`config.mk`:
```
export PLATFORM = sky130hd
export DESIGN_NAME = mdu_iter_flat
export DESIGN_NICKNAME = d
export VERILOG_FILES = /design/src/rtl/mdu_iter_if.sv /design/src/rtl/mdu_iter.sv /design/src/flat_wrapper.sv
export SDC_FILE = /design/constraint.sdc
export NUM_CORES = 1
export LEC_CHECK = 0
export BUFFER_PORTS_ARGS = -buffer_cell sky130_fd_sc_hd__buf_2
export CORE_ASPECT_RATIO = 1.4
export CORE_MARGIN = 1
export CORE_UTILIZATION = 40
export CTS_BUF_LIST = sky130_fd_sc_hd__clkbuf_4
export DETAILED_ROUTE_END_ITERATION = 8
export PLACE_DENSITY = 0.59
export SLEW_MARGIN = 20
export SYNTH_ARGS = -nofsm -noshare
export SYNTH_HDL_FRONTEND = slang
export SYNTH_SLANG_ARGS = --single-unit
export TNS_END_PERCENT = 100
```
`constraint.sdc`:
```
create_clock -name clk -period 6.8 [get_ports clk]
set_input_delay 0 -clock clk [delete_from_list [all_inputs] [get_ports clk]]
set_output_delay 0 -clock clk [all_outputs]
set_load 0.02 [all_outputs]
```
`src/rtl/mdu_iter_if.sv`:
```
// mdu_iter_if: issue and writeback channels of the iterative multiply/divide unit.
//   issue_valid/issue_ready  request handshake from the reservation station
//   issue_op/tag/rd          funct3, ROB id, destination register
//   issue_op1/op2            rs1/rs2 values
//   out_valid/out_ready      writeback handshake
//   out_tag/out_rd/result    tagged result
// master: issuer/writeback side; slave: the unit.
interface mdu_iter_if #(
   parameter int unsigned XLEN = 32,
   parameter int unsigned TAGW = 7,
   parameter int unsigned RDW  = 6
);
   logic            issue_valid;
   logic            issue_ready;
   logic [2:0]      issue_op;
   logic [TAGW-1:0] issue_tag;
   logic [RDW-1:0]  issue_rd;
   logic [XLEN-1:0] issue_op1;
   logic [XLEN-1:0] issue_op2;
   logic            out_valid;
   logic            out_ready;
   logic [TAGW-1:0] out_tag;
   logic [RDW-1:0]  out_rd;
   logic [XLEN-1:0] out_result;

   modport master (
      output issue_valid, issue_op, issue_tag, issue_rd, issue_op1, issue_op2, out_ready,
      input  issue_ready, out_valid, out_tag, out_rd, out_result
   );

   modport slave (
      input  issue_valid, issue_op, issue_tag, issue_rd, issue_op1, issue_op2, out_ready,
      output issue_ready, out_valid, out_tag, out_rd, out_result
   );
endinterface

```
`src/rtl/mdu_iter.sv`:
```
// mdu_iter: iterative RV32M multiply/divide unit.
//   clk    clock
//   rst    synchronous reset, active-high
//   flush  ROB flush; aborts any in-flight op or pending result
//   bus    mdu_iter_if slave: issue channel in, tagged result channel out
// Multiply is shift-add on operand magnitudes, MUL_UNROLL multiplier bits per cycle.
// Divide is restoring division on magnitudes, DIV_UNROLL quotient bits per cycle.
// The first BUSY cycle converts operands to magnitudes and resolves div-by-zero and
// signed overflow, which go straight to DONE.
module mdu_iter #(
   parameter int unsigned XLEN       = 32,
   parameter int unsigned TAGW       = 7,
   parameter int unsigned RDW        = 6,
   parameter int unsigned MUL_UNROLL = 2,
   parameter int unsigned DIV_UNROLL = 1
) (
   input logic       clk,
   input logic       rst,
   input logic       flush,
   mdu_iter_if.slave bus
);
   localparam int unsigned      CntW   = $clog2(XLEN + 1);
   localparam logic [CntW-1:0]  MulN   = CntW'(XLEN / MUL_UNROLL);
   localparam logic [CntW-1:0]  DivN   = CntW'(XLEN / DIV_UNROLL);
   localparam logic [XLEN-1:0]  MinVal = {1'b1, {(XLEN-1){1'b0}}};
   localparam logic [2:0]       OpMul    = 3'd0;
   localparam logic [2:0]       OpMulh   = 3'd1;
   localparam logic [2:0]       OpMulhsu = 3'd2;

   typedef enum logic [1:0] {StIdle, StBusy, StDone} state_e;

   state_e            state_q, state_d;
   logic [2:0]        op_q, op_d;
   logic [TAGW-1:0]   tag_q, tag_d;
   logic [RDW-1:0]    rd_q, rd_d;
   logic [XLEN-1:0]   a_q, a_d;
   logic [XLEN-1:0]   b_q, b_d;
   logic [2*XLEN-1:0] acc_q, acc_d;
   logic              neg_q, neg_d;
   logic              first_q, first_d;
   logic [CntW-1:0]   cnt_q, cnt_d;
   logic [TAGW-1:0]   out_tag_q, out_tag_d;
   logic [RDW-1:0]    out_rd_q, out_rd_d;
   logic [XLEN-1:0]   out_res_q, out_res_d;

   logic accept;

   assign bus.issue_ready = (state_q == StIdle) | ((state_q == StDone) & bus.out_ready);
   assign accept          = bus.issue_valid & bus.issue_ready;
   assign bus.out_valid   = (state_q == StDone);
   assign bus.out_tag     = out_tag_q;
   assign bus.out_rd      = out_rd_q;
   assign bus.out_result  = out_res_q;

   // Operand signs, magnitudes and special cases; a_q/b_q hold raw operands in the
   // first BUSY cycle, which is the only cycle these are consumed.
   logic            is_div, sign_a, sign_b, div_zero, div_ovf;
   logic [XLEN-1:0] mag_a, mag_b, special_res;

   always_comb begin
      is_div = op_q[2];
      if (is_div) begin
         sign_a = ~op_q[0] & a_q[XLEN-1];
         sign_b = ~op_q[0] & b_q[XLEN-1];
      end else begin
         sign_a = ((op_q == OpMulh) | (op_q == OpMulhsu)) & a_q[XLEN-1];
         sign_b = (op_q == OpMulh) & b_q[XLEN-1];
      end
      mag_a    = sign_a ? -a_q : a_q;
      mag_b    = sign_b ? -b_q : b_q;
      div_zero = is_div & (b_q == '0);
      div_ovf  = is_div & ~op_q[0] & (a_q == MinVal) & (b_q == '1);
      if (div_zero) begin
         special_res = op_q[1] ? a_q : '1;
      end else begin
         special_res = op_q[1] ? '0 : MinVal;
      end
   end

   // One iteration of each datapath. acc_q = {hi, lo}: multiply keeps the partial
   // product in hi and the remaining multiplier in lo; divide keeps the partial
   // remainder in hi and the dividend/quotient shift register in lo.
   logic [2*XLEN-1:0] mul_p, div_p, mul_full;
   logic [XLEN:0]     mul_sum, div_r, div_diff;
   logic [XLEN-1:0]   div_val, final_res;

   always_comb begin
      mul_p   = acc_q;
      mul_sum = '0;
      for (int k = 0; k < MUL_UNROLL; k++) begin
         mul_sum = {1'b0, mul_p[2*XLEN-1:XLEN]} + (mul_p[0] ? {1'b0, b_q} : '0);
         mul_p   = {mul_sum, mul_p[XLEN-1:1]};
      end

      div_p    = acc_q;
      div_r    = '0;
      div_diff = '0;
      for (int k = 0; k < DIV_UNROLL; k++) begin
         div_r    = {div_p[2*XLEN-1:XLEN], div_p[XLEN-1]};
         div_diff = div_r - {1'b0, b_q};
         // Remainder stays below the divisor, so the top bit is a clean borrow.
         if (!div_diff[XLEN]) begin
            div_p = {div_diff[XLEN-1:0], div_p[XLEN-2:0], 1'b1};
         end else begin
            div_p = {div_r[XLEN-1:0], div_p[XLEN-2:0], 1'b0};
         end
      end

      mul_full = neg_q ? -mul_p : mul_p;
      div_val  = op_q[1] ? div_p[2*XLEN-1:XLEN] : div_p[XLEN-1:0];
      if (!is_div) begin
         final_res = (op_q == OpMul) ? mul_full[XLEN-1:0] : mul_full[2*XLEN-1:XLEN];
      end else begin
         final_res = neg_q ? -div_val : div_val;
      end
   end

   always_comb begin
      state_d   = state_q;
      op_d      = op_q;
      tag_d     = tag_q;
      rd_d      = rd_q;
      a_d       = a_q;
      b_d       = b_q;
      acc_d     = acc_q;
      neg_d     = neg_q;
      first_d   = first_q;
      cnt_d     = cnt_q;
      out_tag_d = out_tag_q;
      out_rd_d  = out_rd_q;
      out_res_d = out_res_q;

      case (state_q)
         StIdle: state_d = StIdle;
         StBusy: begin
            if (first_q) begin
               first_d = 1'b0;
               if (div_zero | div_ovf) begin
                  state_d   = StDone;
                  out_res_d = special_res;
                  out_tag_d = tag_q;
                  out_rd_d  = rd_q;
               end else if (is_div) begin
                  acc_d = {{XLEN{1'b0}}, mag_a};
                  b_d   = mag_b;
                  // Remainder follows the dividend sign, quotient the sign product.
                  neg_d = op_q[1] ? sign_a : (sign_a ^ sign_b);
               end else begin
                  acc_d = {{XLEN{1'b0}}, mag_b};
                  b_d   = mag_a;
                  neg_d = sign_a ^ sign_b;
               end
            end else begin
               cnt_d = cnt_q - CntW'(1);
               acc_d = is_div ? div_p : mul_p;
               if (cnt_q == CntW'(1)) begin
                  state_d   = StDone;
                  out_res_d = final_res;
                  out_tag_d = tag_q;
                  out_rd_d  = rd_q;
               end
            end
         end
         StDone: begin
            if (bus.out_ready) begin
               state_d = StIdle;
            end
         end
         default: state_d = StIdle;
      endcase

      // Accept is only possible from IDLE or a retiring DONE.
      if (accept) begin
         state_d = StBusy;
         op_d    = bus.issue_op;
         tag_d   = bus.issue_tag;
         rd_d    = bus.issue_rd;
         a_d     = bus.issue_op1;
         b_d     = bus.issue_op2;
         first_d = 1'b1;
         cnt_d   = bus.issue_op[2] ? DivN : MulN;
      end

      if (flush) begin
         state_d = StIdle;
      end
   end

   always_ff @(posedge clk) begin
      if (rst) begin
         state_q   <= StIdle;
         op_q      <= '0;
         tag_q     <= '0;
         rd_q      <= '0;
         a_q       <= '0;
         b_q       <= '0;
         acc_q     <= '0;
         neg_q     <= 1'b0;
         first_q   <= 1'b0;
         cnt_q     <= '0;
         out_tag_q <= '0;
         out_rd_q  <= '0;
         out_res_q <= '0;
      end else begin
         state_q   <= state_d;
         op_q      <= op_d;
         tag_q     <= tag_d;
         rd_q      <= rd_d;
         a_q       <= a_d;
         b_q       <= b_d;
         acc_q     <= acc_d;
         neg_q     <= neg_d;
         first_q   <= first_d;
         cnt_q     <= cnt_d;
         out_tag_q <= out_tag_d;
         out_rd_q  <= out_rd_d;
         out_res_q <= out_res_d;
      end
   end
endmodule
```
`src/flat_wrapper.sv`:
```
// flat-port wrapper written by rule: the top's interface ports become plain ports
module mdu_iter_flat 
#(
   parameter int unsigned XLEN       = 32,
   parameter int unsigned TAGW       = 7,
   parameter int unsigned RDW        = 6,
   parameter int unsigned MUL_UNROLL = 2,
   parameter int unsigned DIV_UNROLL = 1
)
  (clk, rst, flush, bus_issue_valid, bus_issue_op, bus_issue_tag, bus_issue_rd, bus_issue_op1, bus_issue_op2, bus_out_ready, bus_issue_ready, bus_out_valid, bus_out_tag, bus_out_rd, bus_out_result);
  mdu_iter_if #(.XLEN(XLEN), .TAGW(TAGW), .RDW(RDW)) bus_i ();
  input logic clk;
  input logic rst;
  input logic flush;
  input wire logic [$bits(bus_i.issue_valid)-1:0] bus_issue_valid;
  input wire logic [$bits(bus_i.issue_op)-1:0] bus_issue_op;
  input wire logic [$bits(bus_i.issue_tag)-1:0] bus_issue_tag;
  input wire logic [$bits(bus_i.issue_rd)-1:0] bus_issue_rd;
  input wire logic [$bits(bus_i.issue_op1)-1:0] bus_issue_op1;
  input wire logic [$bits(bus_i.issue_op2)-1:0] bus_issue_op2;
  input wire logic [$bits(bus_i.out_ready)-1:0] bus_out_ready;
  output wire logic [$bits(bus_i.issue_ready)-1:0] bus_issue_ready;
  output wire logic [$bits(bus_i.out_valid)-1:0] bus_out_valid;
  output wire logic [$bits(bus_i.out_tag)-1:0] bus_out_tag;
  output wire logic [$bits(bus_i.out_rd)-1:0] bus_out_rd;
  output wire logic [$bits(bus_i.out_result)-1:0] bus_out_result;
  assign bus_i.issue_valid = bus_issue_valid;
  assign bus_i.issue_op = bus_issue_op;
  assign bus_i.issue_tag = bus_issue_tag;
  assign bus_i.issue_rd = bus_issue_rd;
  assign bus_i.issue_op1 = bus_issue_op1;
  assign bus_i.issue_op2 = bus_issue_op2;
  assign bus_i.out_ready = bus_out_ready;
  assign bus_issue_ready = bus_i.issue_ready;
  assign bus_out_valid = bus_i.out_valid;
  assign bus_out_tag = bus_i.out_tag;
  assign bus_out_rd = bus_i.out_rd;
  assign bus_out_result = bus_i.out_result;
  mdu_iter #(.XLEN(XLEN), .TAGW(TAGW), .RDW(RDW), .MUL_UNROLL(MUL_UNROLL), .DIV_UNROLL(DIV_UNROLL)) u_core (.clk(clk), .rst(rst), .flush(flush), .bus(bus_i));
endmodule
```
# Yosys cells after proc, flatten, opt, wreduce, memory -nomap -nowiden
# Index checks and enable logic that the tools add are counted.
# totals
reg_bits	199
in_bits	85
wordCells	117
# op_classes
mux	47
bitwise_logic	16
add_sub_neg	8
reduce_logical	15
n_eq_ne	17
# op_table
operator	count
$mux 32	20
$mux 64	5
$neg 32->32	3
$add 32x33->33	2
$eq 32x32->1 const B	2
$neg 64->64	1
$mux 6	7
$sub 33x32->33	1
$logic_not 32->1	1
$mux 7	3
$reduce_and 3->1	5
$and 1x1->1	10
$mux 2	4
$ne 2x2->1 const B	4
$mux 1	7
$eq 6x1->1 const B	1
$reduce_bool 2->1	3
$sub 6x1->6 const B	1
$ne 4x1->1 const B	1
$ne 4x4->1 const B	1
$pmux 2 s2	1
$reduce_and 2->1	2
$eq 3x1->1 const B	1
$eq 3x2->1 const B	1
13 further kinds	16

# Longest topological paths before layout
# depth
depth_word	10
depth_mapped	31
mapped_depth_nobuf	28

# Worst setup path before layout
# OpenSTA, ideal clock, no wires.
# synth_timing
kind	register -> register
startpoint	register u_core.acc_q[0]
endpoint	register u_core.out_res_q[30], in the netlist u_core.bus.out_result[30]
path_slack_ps	789
setup_ps	116
arrival_ps	5895
path_stages_with_launch	31
synth_period_minus_slack_ps	6011
required_ps	6684
n_path_buf	3
path_cell_list	dfxtp_1 > clkbuf_1 > clkbuf_1 > and2_1 > ha_1 > inv_1 > fa_1 > nor2b_1 > o21a_1 > o21ai_0 > a211oi_1 > o31ai_1 > nand3b_1 > a21boi_0 > o21ai_0 > a21o_1 > a21oi_1 > xnor2_1 > ha_1 > clkbuf_1 > and3_1 > and2_1 > a221oi_1 > a21boi_0 > or4b_1 > a21boi_0 > nand2_1 > o31ai_1 > xnor2_1 > nand2_1 > a41o_1
# synth_via
elab_chain_len	9
word_cells_on_any_way	13
classes_between	add/sub: 4; mux: 9
# synth_rtl
element	line	source
from (decl)	mdu_iter.sv:38	logic [2*XLEN-1:0] acc_q, acc_d;
from (signal assigned)	mdu_iter.sv:197	acc_q <= '0;
from (signal assigned)	mdu_iter.sv:211	acc_q <= acc_d;
$mux 32	mdu_iter.sv:91	mul_sum = {1'b0, mul_p[2*XLEN-1:XLEN]} + (mul_p[0] ? {1'b0, b_q} : '0);
$add 32x33->33 (2 in series)	mdu_iter.sv:91	
$neg 64->64	mdu_iter.sv:109	mul_full = neg_q ? -mul_p : mul_p;
$mux 64	mdu_iter.sv:109	
$mux 32	mdu_iter.sv:112	final_res = (op_q == OpMul) ? mul_full[XLEN-1:0] : mul_full[2*XLEN-1:XLEN];
$mux 32 *	mdu_iter.sv:111	if (!is_div) begin
$mux 32 *	mdu_iter.sv:156	if (cnt_q == CntW'(1)) begin
$mux 32 *	mdu_iter.sv:136	if (first_q) begin
to (signal assigned)	mdu_iter.sv:217	out_res_q <= out_res_d;
to (decl)	mdu_iter.sv:44	logic [XLEN-1:0] out_res_q, out_res_d;
# Mark *: on every way between the ends. The rest lies on a longest branch, timed or not. The select of a mux whose other input is x is not followed.
# A chain may end at the register's enable or synchronous reset.

# Final worst setup path
# layout_timing
startpoint	register u_core.acc_q[0]
endpoint	register u_core.out_res_q[31], in the netlist u_core.bus.out_result[31]
# The elaborated chain is that of the path after synthesis.

==> flow_summary_export.csv <==
group,metric,value,unit
power,power_switching,1.34,mW
synth,dominantRegCellSynth,"dfxtp_1",
placement,dp_hpwl,65.1,mm
routing,antenna_left,0,
die,initial_core_util,40.6,%
sta,slew_headroom,21.3,%
cts,cts_max_level,4,
die,dieArea,51900,um2
job,maxCapViolations,0,
sta,worst-slew-pin-transition,1.18,ns
power,power_density,136,nW/um2
synth,synth_common_cells,"378 x nand2_1, 278 x nor2_1, 244 x a21oi_1, 199 x dfxtp_1, 183 x o21ai_0",
finish,fin_area,23300,um2
sta,fin_worst_skew,0.0554,ns
routing,avgRoutedWirePerCell,23.5,um
synth,synthArstFlopShare,0,%
critical_path,worstPathRequired,7.43,ns
synth,netlist.area_leader.share,19.5,%
sta,hold_viol_final,0,
sta,timing.hold.ws,0.0749,ns
sta,drv_slew,0,
cts,cts_root_buffer,"clkbuf_4",
synth,synth.area.top_cells,"dfxtp_1 20%, nand2_1 7.0%, ha_1 6.3%, a21oi_1 6.0%, xnor2_1 5.2%",
global_route,grt_pass1_vias,22100,
global_route,grt_max_degree,80,
synth,synthCells,2887,
routing,drtPass1Iterations,8,
synth,avgSynthCellArea,7.07,um2
placement,dpl_cell_area,21700,um2
global_route,grtUsageTotal,33.0,%
power,power_frac_comb,36.9,%
routing,drt-total-wl,86.5,mm
die,core,50200,um2
routing,drt_iter0_drc,2085,
sta,finalCriticalPeriod,6.24,ns
synth,synth_cell_types,106,
cts,insertion_delay,0.70,ns
synth,synth-seq-cells,199,
power,leakagePower,9.19,nW
critical_path,worst_setup_path_start_kind,"flop",
min_path,hp-class,"in -> reg",
power,p_int,1.82,mW
critical_path,max_stage_delay,0.56,ns
cts,cts_tree,"yes",
die,die_w,193,um
synth,syn_area,20400,um2
sta,fin_setup_tns,0,ns
synth,synthesis.nets,3078,
finish,drive_gt1_share,11.6,%
sta,fmax,160,MHz
sta,rsz0062_at_grt,"no",
global_route,grt_antenna_before_repair,4,
die,rows,97,
critical_path,path_delay_family,"compound AO/OA/AOI/OAI gates",
placement,gp_congestion,0.977,
critical_path,end_kind,"flop",
cts,numCtsBuffers,17,
global_route,grt_pass1_wl,131,mm
power,finalPower,3.17,mW
critical_path,worst_path_max_delay_cell,"or4b_1",
global_route,gr-total-overflow,0,
routing,viasPerCell,6.23,
sta,setup_viol,0,
cts,post_cts_buffers,0,
status,status,"complete, no violations",
routing,drc,0,
power,swShare,42.4,%
cts,clk_pin_slew,0.21,ns
die,io_pins,132,
critical_path,crit_buf_inv,1,
synth,netlist.top_cell.by_area,"dfxtp_1",
routing,vias,23000,
sta,min_period_over_period,91.8,%
power,ir_drop,0.159,mV
power,p_seq_share,40.1,%
synth,synth_edf_count,0,
synth,yosysMostFrequentCell,"nand2_1",
critical_path,critical_path_arrival,6.87,ns
cts,cts_sinks,199,
finish,syn2layout_area_growth,14.1,%
die,die-height,269,um
power,clkPwrFrac,23.0,%
synth,ys_warn_count,0,
placement,port_buffers,131,
critical_path,crit_type,"reg -> reg",
cts,clockBufferDepth,2,
finish,fin_nets,3218,
critical_path,critPathMaxFanout,7,
synth,ys_seq_area_share,19.5,%
[flip-flops by register name, summed over array words and instances (netlist names)]
register / count
u_core.first_q: 1
u_core.op_q: 3
u_core.bus.out_result: 32
u_core.cnt_q: 6
u_core.tag_q: 7
u_core.neg_q: 1
u_core.acc_q: 64
u_core.a_q: 32
u_core.bus.out_tag: 7
u_core.bus.out_rd: 6
u_core.b_q: 32
u_core.state_q: 2
u_core.rd_q: 6
[metal layers]
metal  vias to the layer above  part of all wire (%)  track usage, %
met5                         -                     0               0
met4                         0                   5.5            16.9
met3                       209                   7.8            3.67
met2                      1128                    45            53.0
met1                     10800                    41            43.0
li1                      10800                     -               -
[area by class of cell]
cell class	instances	area, um2
Fill cell	5183	27000
Multi-Input combinational cell	2387	15300
Sequential cell	199	3990
Antenna cell	2	5.00
Clock inverter	14	183
Tap cell	643	805
Inverter	79	297
Clock buffer	18	135
Timing Repair Buffer	343	2580
[worst paths after layout]
check                                         startpoint                        end  slack [ns]  cells past startpoint
worst max-delay path                     u_core.acc_q[0]  u_core.bus.out_result[31]        0.56                     27
worst min-delay path                    bus_issue_op1[2]              u_core.a_q[2]        0.07                      4
worst max register to register           u_core.acc_q[0]  u_core.bus.out_result[31]        0.56                     27
worst min register to register  u_core.bus.out_result[7]   u_core.bus.out_result[7]        0.47                      2
[placed cells by master (no fill, tap or decap), types with 19 or more instances in the layout]
cell type | Yosys | routed
a21o_1 | 41 | 41
nor3_1 | 85 | 84
dfxtp_1 | 199 | 194
o31ai_1 | 30 | 30
mux2_2 | 23 | 23
xnor2_1 | 122 | 121
nor2_1 | 278 | 277
o211ai_1 | 42 | 42
xor2_1 | 63 | 63
nand2b_1 | 31 | 30
nand4_1 | 28 | 28
mux2i_1 | 56 | 56
or3_1 | 20 | 19
o21ai_0 | 183 | 182
nor4_1 | 25 | 24
o2111ai_1 | 28 | 28
ha_1 | 103 | 103
a21oi_1 | 244 | 242
o21a_1 | 20 | 20
inv_1 | 78 | 77
dlygate4sd3_1 | 0 | 123
nand2_1 | 378 | 377
a211oi_1 | 77 | 77
and2_1 | 83 | 82
buf_4 | 2 | 87
a311oi_1 | 20 | 20
nand3_1 | 61 | 61
buf_2 | 15 | 130
a31oi_1 | 59 | 59
[power by group through the flow]
stage                     Combinational, mW  Clock [mW]  Sequential (mW)
after global placement                 1.06           0             1.29
after floorplan                       0.713           0             1.26
after global routing                   1.24       0.775             1.27
after detailed placement               1.07           0             1.29
final                                  1.17       0.728             1.27
after CTS                              1.13       0.742             1.27
[stage by stage]
step	instances	setup slack [ns]	utilization, %
2_1_floorplan	2887	0.789	-
3_3_place_gp	3528	0.155	43.2
3_5_place_dp	3528	0.115	43.2
4_1_cts	3683	0.0111	46.3
5_1_grt	3684	0.0569	46.3
6_report	3685	0.560	46.3
[worst min-delay path, cell delays in order]
cell	delay [ns]
dlygate4sd3_1	0.53
buf_2	0.11
nand2_1	0.04
a21oi_1	0.05
[kinds of logic after synthesis]
| group | synth area share, % |
|---|---|
| AO/OA/AOI/OAI | 30.1 |
| buffers and inverters | 5.88 |
| XOR/XNOR | 7.94 |
| AND/OR/NAND/NOR | 25.7 |
| adder cells (fa/ha/maj) | 6.61 |
| multiplexers | 4.27 |
| flip-flops | 19.5 |
[what timing repair did]
action	4_1_cts	5_1_grt
hold buffers	123	0
endpoints found under the setup margin	0	12
hold endpoints to repair	130	0
resized for setup	0	7
Note: power is estimated with default switching activity, not from simulation.
